<file path="config.mk">
export PLATFORM = sky130hd
export DESIGN_NAME = alarm_ctrl
export DESIGN_NICKNAME = d
export VERILOG_FILES = /design/src/rtl/alarm_ctrl.sv
export SDC_FILE = /design/constraint.sdc
export NUM_CORES = 1
export LEC_CHECK = 0
export CAP_MARGIN = 25
export CORE_UTILIZATION = 49
export DETAILED_ROUTE_END_ITERATION = 12
export HOLD_SLACK_MARGIN = 0.15
export MAX_ROUTING_LAYER = met4
export PLACE_DENSITY = 0.85
export SKIP_CTS_REPAIR_TIMING = 1
export SYNTH_ARGS = -nofsm -noshare
export SYNTH_HDL_FRONTEND = slang
export SYNTH_SLANG_ARGS = --single-unit
</file>
<file path="constraint.sdc">
create_clock -name clk -period 2.09 [get_ports clk]
set_input_delay 0.418 -clock clk [delete_from_list [all_inputs] [get_ports clk]]
set_output_delay 0.418 -clock clk [all_outputs]
set_load 0.05 [all_outputs]
</file>
<file path="src/rtl/alarm_ctrl.sv">
// rtl/alarm_ctrl.sv - mode/alarm controller: time and alarm setting, ring/snooze, display select
module alarm_ctrl #(
   parameter int RING_SECS   = 60,
   parameter int SNOOZE_SECS = 300
) (
   input  logic       clk,
   input  logic       rstn,
   input  logic       sec_tick,
   input  logic       btn_mode,
   input  logic       btn_inc,
   input  logic       btn_alarm,
   input  logic [3:0] hourdec_now,
   input  logic [3:0] hourone_now,
   input  logic [3:0] mindec_now,
   input  logic [3:0] minone_now,
   output logic [3:0] hourdec_set,
   output logic [3:0] hourone_set,
   output logic [3:0] mindec_set,
   output logic [3:0] minone_set,
   output logic       time_load,
   output logic [3:0] disp_hourdec,
   output logic [3:0] disp_hourone,
   output logic [3:0] disp_mindec,
   output logic [3:0] disp_minone,
   output logic [2:0] mode,
   output logic       alarm_en,
   output logic       buzzer
);

   localparam int CNT_MAX = (RING_SECS > SNOOZE_SECS) ? RING_SECS : SNOOZE_SECS;
   localparam int CW      = $clog2(CNT_MAX + 1);
   localparam logic [CW-1:0] RING_LIM   = CW'(RING_SECS);
   localparam logic [CW-1:0] SNOOZE_LIM = CW'(SNOOZE_SECS);

   typedef enum logic [2:0] {
      RUN    = 3'd0,
      SET_TH = 3'd1,
      SET_TM = 3'd2,
      SET_AH = 3'd3,
      SET_AM = 3'd4,
      RING   = 3'd5,
      SNOOZE = 3'd6
   } state_t;

   state_t        state;
   logic [3:0]    alm_hourdec, alm_hourone, alm_mindec, alm_minone;
   logic [CW-1:0] cnt;
   logic [CW-1:0] cnt_nxt;
   logic          match_hist;
   logic          match;
   logic          trigger;
   logic          p_alarm, p_mode, p_inc;

   function automatic logic [7:0] hour_inc(input logic [3:0] dec, input logic [3:0] one);
      if (dec == 4'd2 && one == 4'd3)
         return 8'h00;
      else if (one == 4'd9)
         return {dec + 4'd1, 4'd0};
      else
         return {dec, one + 4'd1};
   endfunction

   // minutes wrap without carrying into the hour field
   function automatic logic [7:0] min_inc(input logic [3:0] dec, input logic [3:0] one);
      if (dec == 4'd5 && one == 4'd9)
         return 8'h00;
      else if (one == 4'd9)
         return {dec + 4'd1, 4'd0};
      else
         return {dec, one + 4'd1};
   endfunction

   assign p_alarm = btn_alarm;
   assign p_mode  = btn_mode & ~btn_alarm;
   assign p_inc   = btn_inc & ~btn_mode & ~btn_alarm;

   assign match   = alarm_en &&
                    ({hourdec_now, hourone_now, mindec_now, minone_now} ==
                     {alm_hourdec, alm_hourone, alm_mindec, alm_minone});
   assign trigger = match & ~match_hist;
   assign cnt_nxt = cnt + 1'b1;
   assign mode    = state;

   always_ff @(posedge clk) begin
      if (!rstn) begin
         state       <= RUN;
         alarm_en    <= 1'b0;
         buzzer      <= 1'b0;
         time_load   <= 1'b0;
         hourdec_set <= 4'd0;
         hourone_set <= 4'd0;
         mindec_set  <= 4'd0;
         minone_set  <= 4'd0;
         alm_hourdec <= 4'd0;
         alm_hourone <= 4'd0;
         alm_mindec  <= 4'd0;
         alm_minone  <= 4'd0;
         cnt         <= '0;
         match_hist  <= 1'b0;
      end else begin
         time_load  <= 1'b0;
         match_hist <= match;
         case (state)
            RUN: begin
               // an alarm trigger pre-empts any button pressed in the same cycle
               if (trigger) begin
                  state  <= RING;
                  cnt    <= '0;
                  buzzer <= 1'b1;
               end else if (p_alarm) begin
                  alarm_en <= ~alarm_en;
               end else if (p_mode) begin
                  hourdec_set <= hourdec_now;
                  hourone_set <= hourone_now;
                  mindec_set  <= mindec_now;
                  minone_set  <= minone_now;
                  state       <= SET_TH;
               end
            end
            SET_TH: begin
               if (p_alarm)
                  alarm_en <= ~alarm_en;
               else if (p_mode)
                  state <= SET_TM;
               else if (p_inc)
                  {hourdec_set, hourone_set} <= hour_inc(hourdec_set, hourone_set);
            end
            SET_TM: begin
               if (p_alarm) begin
                  alarm_en <= ~alarm_en;
               end else if (p_mode) begin
                  state     <= SET_AH;
                  time_load <= 1'b1;
               end else if (p_inc) begin
                  {mindec_set, minone_set} <= min_inc(mindec_set, minone_set);
               end
            end
            SET_AH: begin
               if (p_alarm)
                  alarm_en <= ~alarm_en;
               else if (p_mode)
                  state <= SET_AM;
               else if (p_inc)
                  {alm_hourdec, alm_hourone} <= hour_inc(alm_hourdec, alm_hourone);
            end
            SET_AM: begin
               if (p_alarm)
                  alarm_en <= ~alarm_en;
               else if (p_mode)
                  state <= RUN;
               else if (p_inc)
                  {alm_mindec, alm_minone} <= min_inc(alm_mindec, alm_minone);
            end
            RING: begin
               if (!alarm_en || p_alarm) begin
                  state  <= RUN;
                  cnt    <= '0;
                  buzzer <= 1'b0;
               end else if (p_inc) begin
                  state  <= SNOOZE;
                  cnt    <= '0;
                  buzzer <= 1'b0;
               end else if (sec_tick) begin
                  if (cnt_nxt == RING_LIM) begin
                     state  <= RUN;
                     cnt    <= '0;
                     buzzer <= 1'b0;
                  end else begin
                     cnt <= cnt_nxt;
                  end
               end
            end
            SNOOZE: begin
               if (!alarm_en || p_alarm) begin
                  state <= RUN;
                  cnt   <= '0;
               end else if (sec_tick) begin
                  if (cnt_nxt == SNOOZE_LIM) begin
                     state  <= RING;
                     cnt    <= '0;
                     buzzer <= 1'b1;
                  end else begin
                     cnt <= cnt_nxt;
                  end
               end
            end
            default: begin
               state  <= RUN;
               cnt    <= '0;
               buzzer <= 1'b0;
            end
         endcase
      end
   end

   always_comb begin
      disp_hourdec = hourdec_now;
      disp_hourone = hourone_now;
      disp_mindec  = mindec_now;
      disp_minone  = minone_now;
      case (state)
         SET_TH, SET_TM: begin
            disp_hourdec = hourdec_set;
            disp_hourone = hourone_set;
            disp_mindec  = mindec_set;
            disp_minone  = minone_set;
         end
         SET_AH, SET_AM: begin
            disp_hourdec = alm_hourdec;
            disp_hourone = alm_hourone;
            disp_mindec  = alm_mindec;
            disp_minone  = alm_minone;
         end
         default: ;
      endcase
   end

endmodule

</file>
Yosys cells after proc, flatten, opt, wreduce, memory -nomap -nowiden
Index checks and enable logic that the tools add are counted.
- bits in registers: 48
- word-level logic and storage cells: 191
- input bits: 22
- output and inout bits: 38
- reductions and logical operators: 29
- eq/ne operators: 46
- bitwise operators: 12
- $add $sub $neg: 9
- multiplexer cells: 81
- operator list (operator ; count):
    4-bit 2-to-1 mux ; 24
    9-bit 2-to-1 mux ; 8
    8-bit 2-to-1 mux ; 8
    4-bit one-hot mux with 2 select lines ; 8
    3-bit 2-to-1 mux ; 18
    2-bit != test, second input constant ; 19
    9-bit one-hot mux with 4 select lines ; 1
    4-bit by 1-bit adder with 4-bit output, second input constant ; 8
    3-bit one-hot mux with 7 select lines ; 1
    7-bit AND reduction ; 3
    3-bit != test, second input constant ; 6
    16-bit == test ; 1
    4-bit by 2-bit == test with 1-bit output, second input constant ; 4
    4-bit == test, second input constant ; 4
    8-bit AND reduction ; 2
    14-bit AND reduction ; 1
    4-bit AND reduction ; 3
    1-bit 2-to-1 mux ; 11
    5-bit AND reduction ; 2
    2-bit nonzero test ; 5
    9-bit by 1-bit adder with 9-bit output, second input constant ; 1
    3-bit == test, second input constant ; 3
    9-bit by 6-bit == test with 1-bit output, second input constant ; 1
    9-bit == test, second input constant ; 1
    other kinds (16) ; 34

Longest topological paths before layout
- word-level depth: 7
- depth in mapped cells: 8
- gate-level depth less buffers: 8

Worst setup path before layout
No wires, ideal clock.
- kind: register to output
- from: register state[0] (netlist: mode[0])
- to: output port disp_hourdec[0]
- cell stages (with the launch flop): 6
- required time: 1672 ps
- data arrival time: 2875 ps
- buffers on the path: 2
- slack: -1203 ps
- path through: dfxtp_1 -> or2_1 -> clkbuf_1 -> buf_1 -> o22ai_1 -> o31ai_1
- word-level cells in the longest chain between the ends: 3
- elaborated cells on any way between the ends: 7
- those cells by class: eq/ne: 4; mux: 1; reduce/logical: 2
- ends and longest elaborated chain (element ; RTL line ; source):
    from (decl) ; 45 ; state_t state;
    from (signal assigned) ; 86 ; state <= RUN;
    from (signal assigned) ; 107 ; state <= RING;
    from (signal assigned) ; 117 ; state <= SET_TH;
    3-bit by 2-bit == test with 1-bit output (tied with other cells) ; 201 ; case (state)
    2-bit OR reduction ; 201 ;
    4-bit one-hot mux with 2 select lines * ; 201 ;
    to (decl) ; 21 ; output logic [3:0] disp_hourdec,
Every way passes the cells marked *; elsewhere a longest branch is shown, timed or not.

Final worst setup path
- from: register state[1] (netlist: mode[1])
- to: output port disp_hourone[1]
- word-level cells in the longest chain between the ends: 3
- elaborated cells on any way between the ends: 7
- those cells by class: eq/ne: 4; mux: 1; reduce/logical: 2
- ends and longest elaborated chain (element ; RTL line ; source):
    3-bit by 2-bit == test with 1-bit output (tied with other cells) ; 201 ;
    2-bit OR reduction ; 201 ;
    4-bit one-hot mux with 2 select lines * ; 201 ;
    to (decl) ; 22 ; output logic [3:0] disp_hourone,
Marks and branches as above.

==> summary.txt <==
Status
  • Status: complete, but fails checks
  • Failing checks: negative setup slack

STA
  • Final Hold Violating Endpoints: 0
  • Final period util: 1.134
  • Fin crit period: 2.371 ns
  • Maximum clock frequency: ~0.42 GHz
  • Setup TNS: -7.187 ns
  • Setup WS post-layout: -0.2810 ns
  • Worst Max-Slew Pin Slew: ~0.59 ns
  • Setup violations, final: 49
  • RSZ-0062 raised after global routing: yes
  • Max-slew violations: 0
  • Final setup skew: 0.008845 ns
  • Hold WS: 0.5135 ns
  • Relative slew margins: 0.6064

Synthesis
  • Cell taking the most area after synthesis: dfxtp_1
  • Main flop type after synthesis: dfxtp_1
  • Fraction of the mapped netlist area in adder cells: 0.05771
  • Ys async rst share: 0
  • Mean Syn Cell Area: 7.343 sq um
  • Register area share after synthesis: 0.2607
  • Synthesized flop and latch total: 48
  • EDFF count, synth: 0
  • XOR/XNOR Fraction of Synth Area: 0.05465
  • Post-Synthesis Cells: 502
  • Post-synthesis mux area share: 0.04616
  • Synth Area in Compound Gates: 0.2349
  • Simple-gate share of the synthesized area: 0.2987
  • Synth unique cells: 63
  • Yosys top cell area share: 0.2607
  • Largest family of logic cells by synthesized area: simple AND/OR/NAND/NOR gates
  • Syn Nets: 541
  • Synthesized area: 0.003686 sq mm
  • Area contributors post-synth: dfxtp_1, nor2_1, ha_1
  • Yosys warnings: 0

Die
  • Core area: 0.007253 sq mm
  • Initial Util: 0.5082
  • Die height: 88.73 microns
  • I/O pins: 60
  • Die X-Extent: between 80 and 90 microns
  • Die ar.: between 0.007 and 0.008 sq mm
  • Row count: 31

Place
  • Placer Congestion: 0.9456
  • PortBufs: 59
  • DP Wirelength: 9624 microns
  • Pre-CTS WS: -0.5934 ns
  • Dpl cell area: 0.005349 sq mm

Route
  • Vias per Instance: between 6 and 7
  • DRC viols: 0
  • DRT Pass-1 Iters: 7
  • Post-DRT Antenna Nets: 0
  • Routed length per instance: 23.31 microns
  • Routed WL: 17,480 microns
  • Drt initial violations: 702
  • Via Count: 5,078

Global route
  • GRT overflow: 0
  • Initial antenna violation count: 1
  • Largest net degree at the start of global routing: 22
  • First-pass GRT wire length: 19,890 microns
  • Vias in the first global route: ~4,100
  • GRT Util Overall: 0.3387

Finish
  • Most frequent cells in the layout: buf_4, nand2_1, nor2_1
  • Core Util, Final: 0.8472
  • P&R area growth vs syn: 66.70%
  • Final #Nets: 688
  • Share of cells above drive strength 1: 0.3523
  • Leading cell type in the layout, fill and taps excluded: buf_4
  • Fill cell count: 365
  • Design Area, Final: 0.006145 sq mm

Setup path
  • Startpoint Class: flop
  • Required time of the critical path: 1.67 ns
  • Slowest CP cell: dfxtp_4
  • RR Endpoint: hourone_set[0]$_SDFFE_PN0P_
  • Most frequent CP cell: buf_12
  • CP max stage delay: 0.38 ns
  • Arrival @ worst endpoint: between 1.5 and 2 ns
  • Sequence of cells on the critical path: buf_12 > xnor2_4 > buf_6 > o22ai_2 > a31oi_1 > nor2_2 > a31oi_4 > buf_12
  • Crit path kind: flop to output pin
  • Endpoint class of the critical path: output pin
  • Worst R2R Start: alm_mindec[3]$_SDFFE_PN0P_
  • CP Max Fanout: 7
  • Buf/Inv on CP: 3
  • Flop2flop setup slack: -0.27 ns
  • Top delay family on crit path: buffers and inverters
  • R2R depth: 9

Hold path
  • Hold Crit Start: cnt[1]$_SDFFE_PN0P_
  • Worst Hold Depth: 2
  • Worst Hold Path EP: cnt[1]$_SDFFE_PN0P_
  • Hold Crit Class: flop to flop

Clock tree
  • Clock-pin slew on the worst setup and hold paths: around 0.10 ns
  • Number of H-tree levels: 2
  • Root Driver: clkbuf_8
  • Worst-Skew Late Latency: 0.32 ns
  • Sink Count: 48
  • CTS tree: built
  • CTS Buf Count: 5
  • Max Root-Sink Buffers: 2

Power and ir drop
  • Pleak: 0.002697 uW
  • Pwr per Cell Area: 513.3 mW/mm^2
  • Peak VDD IR: between 0.0004 and 0.0005 V

Flow run
  • Max_cap viols: 0
worst register-to-register path: stages (launching register included):
cell,delay (ns)
dfxtp_1,0.48
xor2_1,0.52
nor3_1,0.13
nand3_1,0.15
buf_6,0.13
buf_4,0.12
nor2_1,0.06
buf_4,0.15
o311ai_0,0.33
o31ai_1,0.14
cell usage after synthesis (5+ instances only):
library cell	n
clkbuf_1	21
a211oi_1	6
inv_1	16
nor3_1	12
o21ai_0	24
a21oi_1	32
xor2_1	11
o22ai_1	18
ha_1	17
nor2b_1	11
xnor2_1	12
mux2i_1	17
nor2_1	64
a31oi_1	6
nand2b_1	15
nand3_1	15
nand2_1	55
or3_1	8
o31ai_1	9
nand3b_1	7
o211ai_1	5
dfxtp_1	48
per-stage QoR:
stage / std cells / total power [uW]
3_3_place_gp: 722 / 2223
2_1_floorplan: 502 / 1690
5_1_grt: 750 / 3225
3_5_place_dp: 722 / 2247
4_1_cts: 730 / 2879
6_report: 750 / 3154
registers in the layout (all words and copies together), names as in the netlist, 4 cells and up:
register	flops
alm_hourdec	4
alm_hourone	4
alm_mindec	4
alm_minone	4
cnt	9
hourdec_set	4
hourone_set	4
mindec_set	4
minone_set	4
worst max-delay path by stage:
stage | startpoint | end | slack, ns | depth (start not counted)
final | mode[1]$_SDFFE_PN0P_ | disp_hourone[1] | -0.28 | 8
after global routing | hourone_set[0]$_SDFFE_PN0P_ | hourdec_set[0]$_SDFFE_PN0P_ | -0.37 | 7
after CTS | hourdec_now[0] | hourdec_set[3]$_SDFFE_PN0P_ | -0.28 | 8
after detailed placement | hourdec_now[0] | hourdec_set[3]$_SDFFE_PN0P_ | -0.59 | 8
after global placement | mindec_now[2] | cnt[1]$_SDFFE_PN0P_ | -0.64 | 9
after floorplan | mode[1]$_SDFFE_PN0P_ | buzzer$_SDFFE_PN0P_ | -0.1 | 7
metal layers:
metal	wire length, microns	GRT usage	vias to the layer above
met5	0	-	-
met4	1391	0.1290	0
met3	1973	0.05970	165
met2	7684	0.5336	469
met1	6431	0.4316	2351
li1	-	-	2093
final cells by class:
type	instances	area [sq um]	area share
tap	99	123.9	0.02016
clock inverter	2	12.51	0.002036
clock buffer	6	93.84	0.01527
antenna	1	2.502	0.0004072
sequential	48	980.9	0.1596
multi-input combinational	409	3143	0.5115
timing repair buffer	169	1728	0.2812
inverter	16	60.06	0.009774
where the power goes:
part / leakage, uW / internal (uW) / switching, uW / total (uW)
registers: 0.000394 / 941 / 60.8 / 1000
logic: 0.00225 / 643 / 829 / 1470
clock network: 0.0000523 / 307 / 373 / 680
total: 0.00270 / 1890 / 1260 / 3150
logic make-up after synthesis:
family          count (synthesis)
flops                          48
buf+inv                        45
fa+ha+maj                      17
simple gates                  220
mux                            17
xor+xnor                       23
compound gates                132
(Power assumes the default switching activity.)
